==> src/rtl/stopwatch_100hz.sv <==
// ============================================================================
// stopwatch_100hz
// ----------------------------------------------------------------------------
// BCD stopwatch (MM:SS.CC) driven by the 100 Hz divider output. Everything
// runs in the clk_50MHz domain; rising edges of clk_100Hz are detected to
// form a single-cycle 10 ms tick. start_stop toggles run/pause, clear zeroes
// the count and returns to IDLE.
//
// Parameters:
//   MAX_MIN    highest minute value (1..99); MAX_MIN:59.99 wraps to 00:00.00
//
// Ports:
//   clk_50MHz  in   system clock
//   rst        in   synchronous, active-high reset
//   clk_100Hz  in   100 Hz square wave, synchronous to clk_50MHz
//   start_stop in   single-cycle pulse, toggles run/pause
//   clear      in   single-cycle pulse, zero count and go IDLE
//   lap        in   (LAP_HOLD_EN only) single-cycle pulse, toggles display hold
//   cs_bcd     out  centiseconds, two BCD digits
//   sec_bcd    out  seconds, two BCD digits (00..59)
//   min_bcd    out  minutes, two BCD digits (00..MAX_MIN)
//   running    out  high in RUN state
//   rollover   out  one-cycle pulse on wrap to 00:00.00
//
// Optional feature macro: LAP_HOLD_EN (lap-hold display freeze).
// ============================================================================
module stopwatch_100hz #(
    parameter int unsigned MAX_MIN = 59
) (
    input  logic       clk_50MHz,
    input  logic       rst,
    input  logic       clk_100Hz,
    input  logic       start_stop,
    input  logic       clear,
`ifdef LAP_HOLD_EN
    input  logic       lap,
`endif
    output logic [7:0] cs_bcd,
    output logic [7:0] sec_bcd,
    output logic [7:0] min_bcd,
    output logic       running,
    output logic       rollover
);

    localparam logic [7:0] MAX_MIN_BCD = 8'(((MAX_MIN / 10) << 4) | (MAX_MIN % 10));

    typedef enum logic [1:0] {IDLE, RUN, PAUSE} state_t;

    state_t     state_q, state_d;
    logic       clk_d_q;
    logic       tick;
    logic [3:0] cs_u_q, cs_u_d, cs_t_q, cs_t_d;
    logic [3:0] sec_u_q, sec_u_d, sec_t_q, sec_t_d;
    logic [7:0] min_q, min_d;
    logic       running_q, running_d;
    logic       rollover_q, rollover_d;

    always_comb begin
        tick       = clk_100Hz & ~clk_d_q;
        state_d    = state_q;
        cs_u_d     = cs_u_q;
        cs_t_d     = cs_t_q;
        sec_u_d    = sec_u_q;
        sec_t_d    = sec_t_q;
        min_d      = min_q;
        rollover_d = 1'b0;

        if (clear) begin
            state_d = IDLE;
            cs_u_d  = '0;
            cs_t_d  = '0;
            sec_u_d = '0;
            sec_t_d = '0;
            min_d   = '0;
        end else begin
            // Counting uses the current state, so a tick coinciding with
            // start_stop counts only if we were already running.
            if (state_q == RUN && tick) begin
                if (cs_u_q != 4'd9) begin
                    cs_u_d = cs_u_q + 4'd1;
                end else begin
                    cs_u_d = '0;
                    if (cs_t_q != 4'd9) begin
                        cs_t_d = cs_t_q + 4'd1;
                    end else begin
                        cs_t_d = '0;
                        if (sec_u_q != 4'd9) begin
                            sec_u_d = sec_u_q + 4'd1;
                        end else begin
                            sec_u_d = '0;
                            if (sec_t_q != 4'd5) begin
                                sec_t_d = sec_t_q + 4'd1;
                            end else begin
                                sec_t_d = '0;
                                if (min_q == MAX_MIN_BCD) begin
                                    min_d      = '0;
                                    rollover_d = 1'b1;
                                end else if (min_q[3:0] == 4'd9) begin
                                    min_d = {min_q[7:4] + 4'd1, 4'd0};
                                end else begin
                                    min_d = {min_q[7:4], min_q[3:0] + 4'd1};
                                end
                            end
                        end
                    end
                end
            end
            if (start_stop) begin
                case (state_q)
                    RUN:     state_d = PAUSE;
                    default: state_d = RUN;
                endcase
            end
        end
        running_d = (state_d == RUN);
    end

    always_ff @(posedge clk_50MHz) begin
        if (rst) begin
            state_q    <= IDLE;
            clk_d_q    <= 1'b1;   // no spurious tick if clk_100Hz is high at release
            cs_u_q     <= '0;
            cs_t_q     <= '0;
            sec_u_q    <= '0;
            sec_t_q    <= '0;
            min_q      <= '0;
            running_q  <= 1'b0;
            rollover_q <= 1'b0;
        end else begin
            state_q    <= state_d;
            clk_d_q    <= clk_100Hz;
            cs_u_q     <= cs_u_d;
            cs_t_q     <= cs_t_d;
            sec_u_q    <= sec_u_d;
            sec_t_q    <= sec_t_d;
            min_q      <= min_d;
            running_q  <= running_d;
            rollover_q <= rollover_d;
        end
    end

    assign running  = running_q;
    assign rollover = rollover_q;

`ifdef LAP_HOLD_EN
    logic        hold_q, hold_d;
    logic [23:0] disp_q, disp_d;

    always_comb begin
        hold_d = hold_q;
        if (clear) begin
            hold_d = 1'b0;
        end else if (lap && state_q == RUN) begin
            hold_d = ~hold_q;
        end
        // While not held disp_q tracks the live count, so keeping disp_q on
        // the lap edge freezes exactly the value shown at that moment.
        disp_d = hold_d ? disp_q : {cs_t_d, cs_u_d, sec_t_d, sec_u_d, min_d};
    end

    always_ff @(posedge clk_50MHz) begin
        if (rst) begin
            hold_q <= 1'b0;
            disp_q <= '0;
        end else begin
            hold_q <= hold_d;
            disp_q <= disp_d;
        end
    end

    assign cs_bcd  = disp_q[23:16];
    assign sec_bcd = disp_q[15:8];
    assign min_bcd = disp_q[7:0];
`else
    assign cs_bcd  = {cs_t_q, cs_u_q};
    assign sec_bcd = {sec_t_q, sec_u_q};
    assign min_bcd = min_q;
`endif

endmodule

==> config.mk <==
export PLATFORM = sky130hd
export DESIGN_NAME = stopwatch_100hz
export DESIGN_NICKNAME = d
export VERILOG_FILES = /design/src/rtl/stopwatch_100hz.sv
export SDC_FILE = /design/constraint.sdc
export NUM_CORES = 1
export LEC_CHECK = 0
export CORE_UTILIZATION = 54
export DETAILED_ROUTE_END_ITERATION = 6
export PLACE_DENSITY_LB_ADDON = 0.2
export SYNTH_ARGS = -nofsm -noshare
export SYNTH_HDL_FRONTEND = slang
export SYNTH_SLANG_ARGS = --single-unit
==> constraint.sdc <==
create_clock -name clk_50MHz -period 3.1 [get_ports clk_50MHz]
set_input_delay 0.62 -clock clk_50MHz [delete_from_list [all_inputs] [get_ports clk_50MHz]]
set_output_delay 0.62 -clock clk_50MHz [all_outputs]
set_load 0.01 [all_outputs]
==> summary.md <==
| Metric | Value |
|---|---|
| Run status | completed |
| Layout Skew | about 7.1 ps |
| Final net count | roughly 210 |
| Final period util | between 70% and 80% |
| Clk Latency, worst-skew pair | roughly 330 ps |
| Total die area | 3010 um^2 |
| Routability-driven placement congestion ratio | 0.696 |
| Reg clk slew, reported paths | 90 ps |
| I/O pins | 31 |
| Wire length of the first global-routing pass | around 5200 um |
| Count of cells resized by post-cts repair | 0 |
| Worst reg-to-reg path cell count | 4 |
| WHS | 501 ps |
| Sum of routed wire length over all layers | 3200 um |
| Cell area power density | between 300 and 400 nW/um^2 |
| R2r startpoint | cs_u_q[1] |
| Antenna Nets Post-Route | 0 |
| Number of DRC violations after detailed routing | 0 |
| Post-synth top flop | sky130_fd_sc_hd__dfxtp_1 |
| Vias in the first global route | around 1200 |
| Post-synthesis sequential element count | 29 |
| H-tree Lvls | 2 |
| Slowest cell on the critical path | sky130_fd_sc_hd__or4b_1 |
| Worst voltage drop across the vdd grid | roughly 0.35 mV |
| Post-synthesis average cell area | between 8 and 9 um^2 |
| Number of instances in the synthesized netlist | 170 |
| Setup repair after global routing missed its margin | false |
| First-pass detailed-route iteration total | 5 |
| Antenna cells | 0 |
| Start point of the worst hold path | min_bcd[3] |
| Initial antenna violation count | 0 |
| Worst Tran Pin Value | roughly 760 ps |
| Final routed wire length divided by cell count | ~14 um |
| Type of the worst setup path | in -> reg |
| Clock sink count | 29 |
| Critical path startpoint | clk_100Hz |
| Initial drt markers | 27 |
| Timing-limited maximum frequency | between 400 and 500 MHz |
| Worst Hold Depth | 2 |
| Die Y | 54.9 um |
| Total global routing track utilization | approximately 25% |
| Count of maximum capacitance violations | 0 |
| Buffer count from post-CTS setup fixing | 0 |
| Final number of max-transition violations | 0 |
| Count of vias placed by the detailed router | 1394 |
| Clock tree from TritonCTS | done |
| Setup-failing EPs final | 0 |
| Ratio of cells with drive above 1 in the final layout | 9.45% |
| Fill cell instance count of the final layout | between 200 and 250 |
| Number of failing hold endpoints at the final stage | 0 |
| # placed instances | 223 |
| Final min period | 2200 ps |
| Area inside the core boundary | between 2000 and 3000 um^2 |
| Synth Net Count | between 150 and 200 |
| Synthesis-to-finish area growth | 23.1% |
| Row Count | 18 |
| Kind of launch point of the worst setup path | primary input |
| Design Power | slightly above 0.6 mW |
| Type of the worst min-delay path | reg -> reg |
| Fin cells | ~230 |
| Share of flip-flops with an asynchronous set or reset after synthesis | 0% |
| Cell chosen for the clock root | sky130_fd_sc_hd__clkbuf_4 |
| EDFF count, synth | 0 |
| Max Fanout on Critical Path | 26 |
| Cell variety after synth | between 40 and 50 |
| Via-to-Cell Ratio | slightly above 6 |
| Overflow left after global routing | 0 |
| Critical path cell sequence | clkdlybuf4s50_1 > and4bb_4 > nand4_4 > or4b_1 > a21oi_1 |
| Starting utilization of the core area | ~59% |
| Data arrival, critical path | ~2500 ps |
| Maximum number of pins on one net before global-route repair | 27 |
| Yosys Warn Count | 0 |
| Sequential share of the synthesized area | 38.5% |
| Largest stage delay on the critical path | approximately 600 ps |
| Capturing element type of the critical path | flip-flop |
| Total half-perimeter wirelength after legalization and detailed placement | between 2000 and 2500 um |
| Post-Syn Area | approximately 1500 um^2 |
| Slew headroom | ~50% |
| Total Negative Setup Slacks | 0 ps |
| Static leakage power | about 0.6 nW |
| Port Buf Inserts | 30 |
| Die Span X | around 55 um |
| Buffer levels on the longest clock path | 2 |
| Total CTS buffers | 5 |
| Number of hold buffers added after cts | 0 |
| Req. time, crit path | between 3000 and 4000 ps |
Yosys cell counts (3+ instances only):
| master | number | share of area [%] |
|---|---|---|
| sky130_fd_sc_hd__or4_1 | 6 | 3.0 |
| sky130_fd_sc_hd__o31ai_1 | 4 | 2.0 |
| sky130_fd_sc_hd__or3_1 | 3 | 1.2 |
| sky130_fd_sc_hd__a21oi_1 | 19 | 6.3 |
| sky130_fd_sc_hd__nor3_1 | 4 | 1.3 |
| sky130_fd_sc_hd__nor2_1 | 10 | 2.5 |
| sky130_fd_sc_hd__or2_2 | 3 | 1.2 |
| sky130_fd_sc_hd__nand3_1 | 9 | 3.0 |
| sky130_fd_sc_hd__o21ai_0 | 12 | 4.0 |
| sky130_fd_sc_hd__dfxtp_1 | 29 | 38 |
| sky130_fd_sc_hd__xnor2_1 | 3 | 1.7 |
| sky130_fd_sc_hd__nand4_1 | 4 | 1.7 |
| sky130_fd_sc_hd__inv_1 | 10 | 2.5 |
| sky130_fd_sc_hd__clkbuf_1 | 3 | 0.75 |
| sky130_fd_sc_hd__nand2_1 | 9 | 2.2 |
| sky130_fd_sc_hd__ha_1 | 4 | 3.3 |
| sky130_fd_sc_hd__mux2i_1 | 3 | 2.0 |
final timing paths:
| kind | to | slack, ps |
|---|---|---|
| setup / recovery | sec_t_q[2] | 900 |
| hold / removal | min_bcd[3] | 500 |
| setup reg to reg | min_bcd[5] | 1000 |
| hold reg to reg | min_bcd[3] | 500 |
power breakdown:
| group | leakage [nW] | internal [mW] | switching [mW] |
|---|---|---|---|
| clock network | 0.0320 | 0.0862 | 0.132 |
| logic | 0.331 | 0.0102 | 0.0121 |
| registers | 0.234 | 0.374 | 0.00156 |
routing by layer:
layer | global-route usage (%) | up-vias | share of wire, %
li1 | - | 699 | -
met1 | 28.4 | 658 | 46
met2 | 42.0 | 33 | 50
met3 | 9.17 | 4 | 3.1
met4 | 10.3 | 0 | 0.91
met5 | 0 | - | 0
layout by cell type, fill, tap and decap left out, types with 5 or more instances in the layout:
| cell | n |
|---|---|
| sky130_fd_sc_hd__inv_1 | 10 |
| sky130_fd_sc_hd__nor2_1 | 10 |
| sky130_fd_sc_hd__clkbuf_4 | 5 |
| sky130_fd_sc_hd__a21oi_1 | 19 |
| sky130_fd_sc_hd__nand2_1 | 9 |
| sky130_fd_sc_hd__clkdlybuf4s50_1 | 30 |
| sky130_fd_sc_hd__dfxtp_1 | 29 |
| sky130_fd_sc_hd__or4_1 | 6 |
| sky130_fd_sc_hd__o21ai_0 | 12 |
| sky130_fd_sc_hd__nand3_1 | 9 |
area by class of cell:
class / count / area, um^2 / share of cell area [%]
Tap cell: 30 / 37.5 / 2.02
Timing Repair Buffer: 30 / 300 / 16.2
Clock inverter: 2 / 10.0 / 0.539
Inverter: 10 / 37.5 / 2.02
Clock buffer: 6 / 41.3 / 2.22
Multi-Input combinational cell: 124 / 851 / 45.8
Sequential cell: 29 / 581 / 31.2
stage by stage:
step                instance area, um^2  setup WS (ps)  utilization (%)
finish                             1860            895             72.4
global route                       1860            747             72.4
CTS                                1860            918             72.4
detailed placement                 1810            558             70.4
global placement                   1810            619             70.4
floorplan                          1510           1260                -
critical path: cells and delay by family:
kind	cells	cell delay [ps]
buffers and inverters	1	500
AO/OA/AOI/OAI	1	140
AND/OR/NAND/NOR	3	1200
logic make-up (layout without fill, tap and decap cells):
group | after synthesis | after routing | synth area share, %
xor+xnor | 3 | 3 | 1.74
mux | 3 | 3 | 1.99
flops | 29 | 29 | 38.5
compound gates | 44 | 44 | 17.3
buf+inv | 17 | 48 | 5.14
simple gates | 70 | 70 | 32.0
fa+ha+maj | 4 | 4 | 3.32
state kept, by name (all words and copies together) (netlist names):
name and flops:
clk_d_q 1, state_q 2, cs_t_q 4, sec_u_q 4
running 1, sec_t_q 4, cs_u_q 4, min_bcd 8
rollover 1
Note: power is estimated with default switching activity, not from simulation.
==> RTL edit, RTL diff (same flow settings) <==
Re-encode `state_t` (3 states) as one-hot, 3 bits wide.
--- a/src/rtl/stopwatch_100hz.sv
+++ b/src/rtl/stopwatch_100hz.sv
@@ -44,7 +44,7 @@
 
     localparam logic [7:0] MAX_MIN_BCD = 8'(((MAX_MIN / 10) << 4) | (MAX_MIN % 10));
 
-    typedef enum logic [1:0] {IDLE, RUN, PAUSE} state_t;
+    typedef enum logic [2:0] {IDLE = 3'b001, RUN = 3'b010, PAUSE = 3'b100} state_t;
 
     state_t     state_q, state_d;
     logic       clk_d_q;
Check against the original RTL: same outputs for any inputs over 10 cycles, from zero or initial values and one cycle with rst high; not proved beyond that.
==> RTL edit against the unedited design <==
Via count decreased by 0.29%. Worst hold slack improved by 0.020 ns. Routed wire length decreased by 2.4%. Power increased by 5.7%. Sequential cell count increased by 1. Maximum frequency decreased by 5.4%. Sequential share of layout area increased by 0.97 points. Setup slack got worse by 0.13 ns. Utilization increased by 0.89 points. Final area increased by 0.34%. Synthesized area decreased by 0.33%. Critical path type unchanged.
==> RTL edit: results (changes against the unedited design) <==
<table>
<tr><th>Metric</th><th>Value</th></tr>
<tr><th colspan="2">Run status</th></tr>
<tr><td>Run status</td><td>complete, no violations</td></tr>
<tr><th colspan="2">Worst setup path</th></tr>
<tr><td>Flop-to-flop setup slack</td><td>1.06 ns (+0.06 ns)</td></tr>
<tr><td>Data arrival time of the critical path</td><td>2.59 ns (+0.13 ns)</td></tr>
<tr><td>Reg-to-reg startpoint</td><td>state_q[0]</td></tr>
<tr><td>Slowest cell on the critical path</td><td>sky130_fd_sc_hd__or4_1</td></tr>
<tr><td>Worst R2R End</td><td>sec_t_q[3]</td></tr>
<tr><td>Critical-path maximum fanout</td><td>27 (+3.8%)</td></tr>
<tr><th colspan="2">Place</th></tr>
<tr><td>Detail Placement HPWL</td><td>2190 um (-3.6%)</td></tr>
<tr><td>Weighted congestion at the end of routability-driven global placement</td><td>0.783 (+13%)</td></tr>
<tr><td>Place WS</td><td>0.442 ns (-0.116 ns)</td></tr>
<tr><th colspan="2">Finish</th></tr>
<tr><td>Proportion of layout cells with a drive suffix above 1</td><td>7.96% (-1.5 points)</td></tr>
<tr><td>Fill cell count</td><td>201 (-0.50%)</td></tr>
<tr><th colspan="2">Logic synthesis</th></tr>
<tr><td>Commonest cells post-synth</td><td>sky130_fd_sc_hd__dfxtp_1, sky130_fd_sc_hd__a21oi_1, sky130_fd_sc_hd__nor2_1</td></tr>
<tr><td>Cell variety after synth</td><td>43 (-2.3%)</td></tr>
<tr><td>Sequential-to-total area share from yosys stat</td><td>39.9% (+1.5 points)</td></tr>
<tr><th colspan="2">Route</th></tr>
<tr><td>Detailed-routing iteration count for the pre-antenna-repair pass</td><td>4 (-1)</td></tr>
<tr><td>Initial DRC Count</td><td>23 (-15%)</td></tr>
<tr><td>Number of vias after detailed routing</td><td>1390 (-0.29%)</td></tr>
<tr><td>WL final</td><td>3130 um (-2.4%)</td></tr>
<tr><td>Routed via count divided by cell count</td><td>6.02 (-0.29%)</td></tr>
<tr><th colspan="2">Hold path</th></tr>
<tr><td>Critical hold path startpoint</td><td>min_bcd[7]</td></tr>
<tr><td>End point of the worst hold path</td><td>min_bcd[7]</td></tr>
<tr><th colspan="2">Pwr</th></tr>
<tr><td>Worst VDD drop</td><td>310 uV (-10%)</td></tr>
<tr><th colspan="2">Timing</th></tr>
<tr><td>Actual transition at the worst max-transition pin</td><td>0.492 ns (-0.272 ns)</td></tr>
<tr><td>Hold slack final</td><td>0.521 ns (+0.0200 ns)</td></tr>
<tr><th colspan="2">Global route</th></tr>
<tr><td>Total global routing track utilization</td><td>24.0% (-1.1 points)</td></tr>
<tr><td>Number of global-route vias before repair</td><td>1179 (-2.1%)</td></tr>
<tr><td>Largest net degree at the start of global routing</td><td>28 (+3.7%)</td></tr>
<tr><td>First-pass GRT wire length</td><td>5030 um (-2.8%)</td></tr>
</table>
RTL edit: power by group:
part | switching [mW] | internal, mW
clock | 0.131 | 0.110
sequential | 0.00167 | 0.388
combinational | 0.0111 | 0.00998
RTL edit: worst register-to-register path, delay by kind of cell (launching register included):
kind | cells | cell delay, ns
simple gates | 3 | 1.47
flops | 1 | 0.35
compound gates | 1 | 0.16
RTL edit: worst max-delay path by stage:
stage | from | slack (ns) | endpoint | depth (start not counted)
2_1_floorplan | clk_100Hz | 1.25 | min_bcd[6] | 6
3_3_place_gp | clk_100Hz | 0.55 | sec_t_q[3] | 5
6_report | clk_100Hz | 0.77 | sec_t_q[3] | 5
4_1_cts | clk_100Hz | 0.79 | sec_t_q[3] | 5
3_5_place_dp | clk_100Hz | 0.44 | sec_t_q[3] | 5
5_1_grt | clk_100Hz | 0.63 | sec_t_q[3] | 5
RTL edit: routing by layer:
layer  vias up  global-route usage, %  part of all wire (%)
li1        686                      -                     -
met5         -                      0                     0
met2        38                   38.4                    49
met1       659                   29.1                    45
met3         7                   5.83                   4.1
met4         0                   13.7                   1.9
RTL edit: final cells by class:
class,instances,area share [%]
Multi-Input combinational cell,124,44.6
Sequential cell,30,32.2
Timing Repair Buffer,30,16.1
Clock buffer,7,2.95
Tap cell,30,2.01
Inverter,9,1.81
Clock inverter,1,0.268
RTL edit: cells by family after synthesis:
kind of cell             count (synthesis)  synth area share [%]
AND/OR/NAND/NOR                         71                  31.4
AO/OA/AOI/OAI                           42                  16.2
flip-flops                              30                  39.9
buffers and inverters                   16                  4.74
XOR/XNOR                                 5                  2.91
adder cells (fa/ha/maj)                  4                  3.33
multiplexers                             2                  1.41
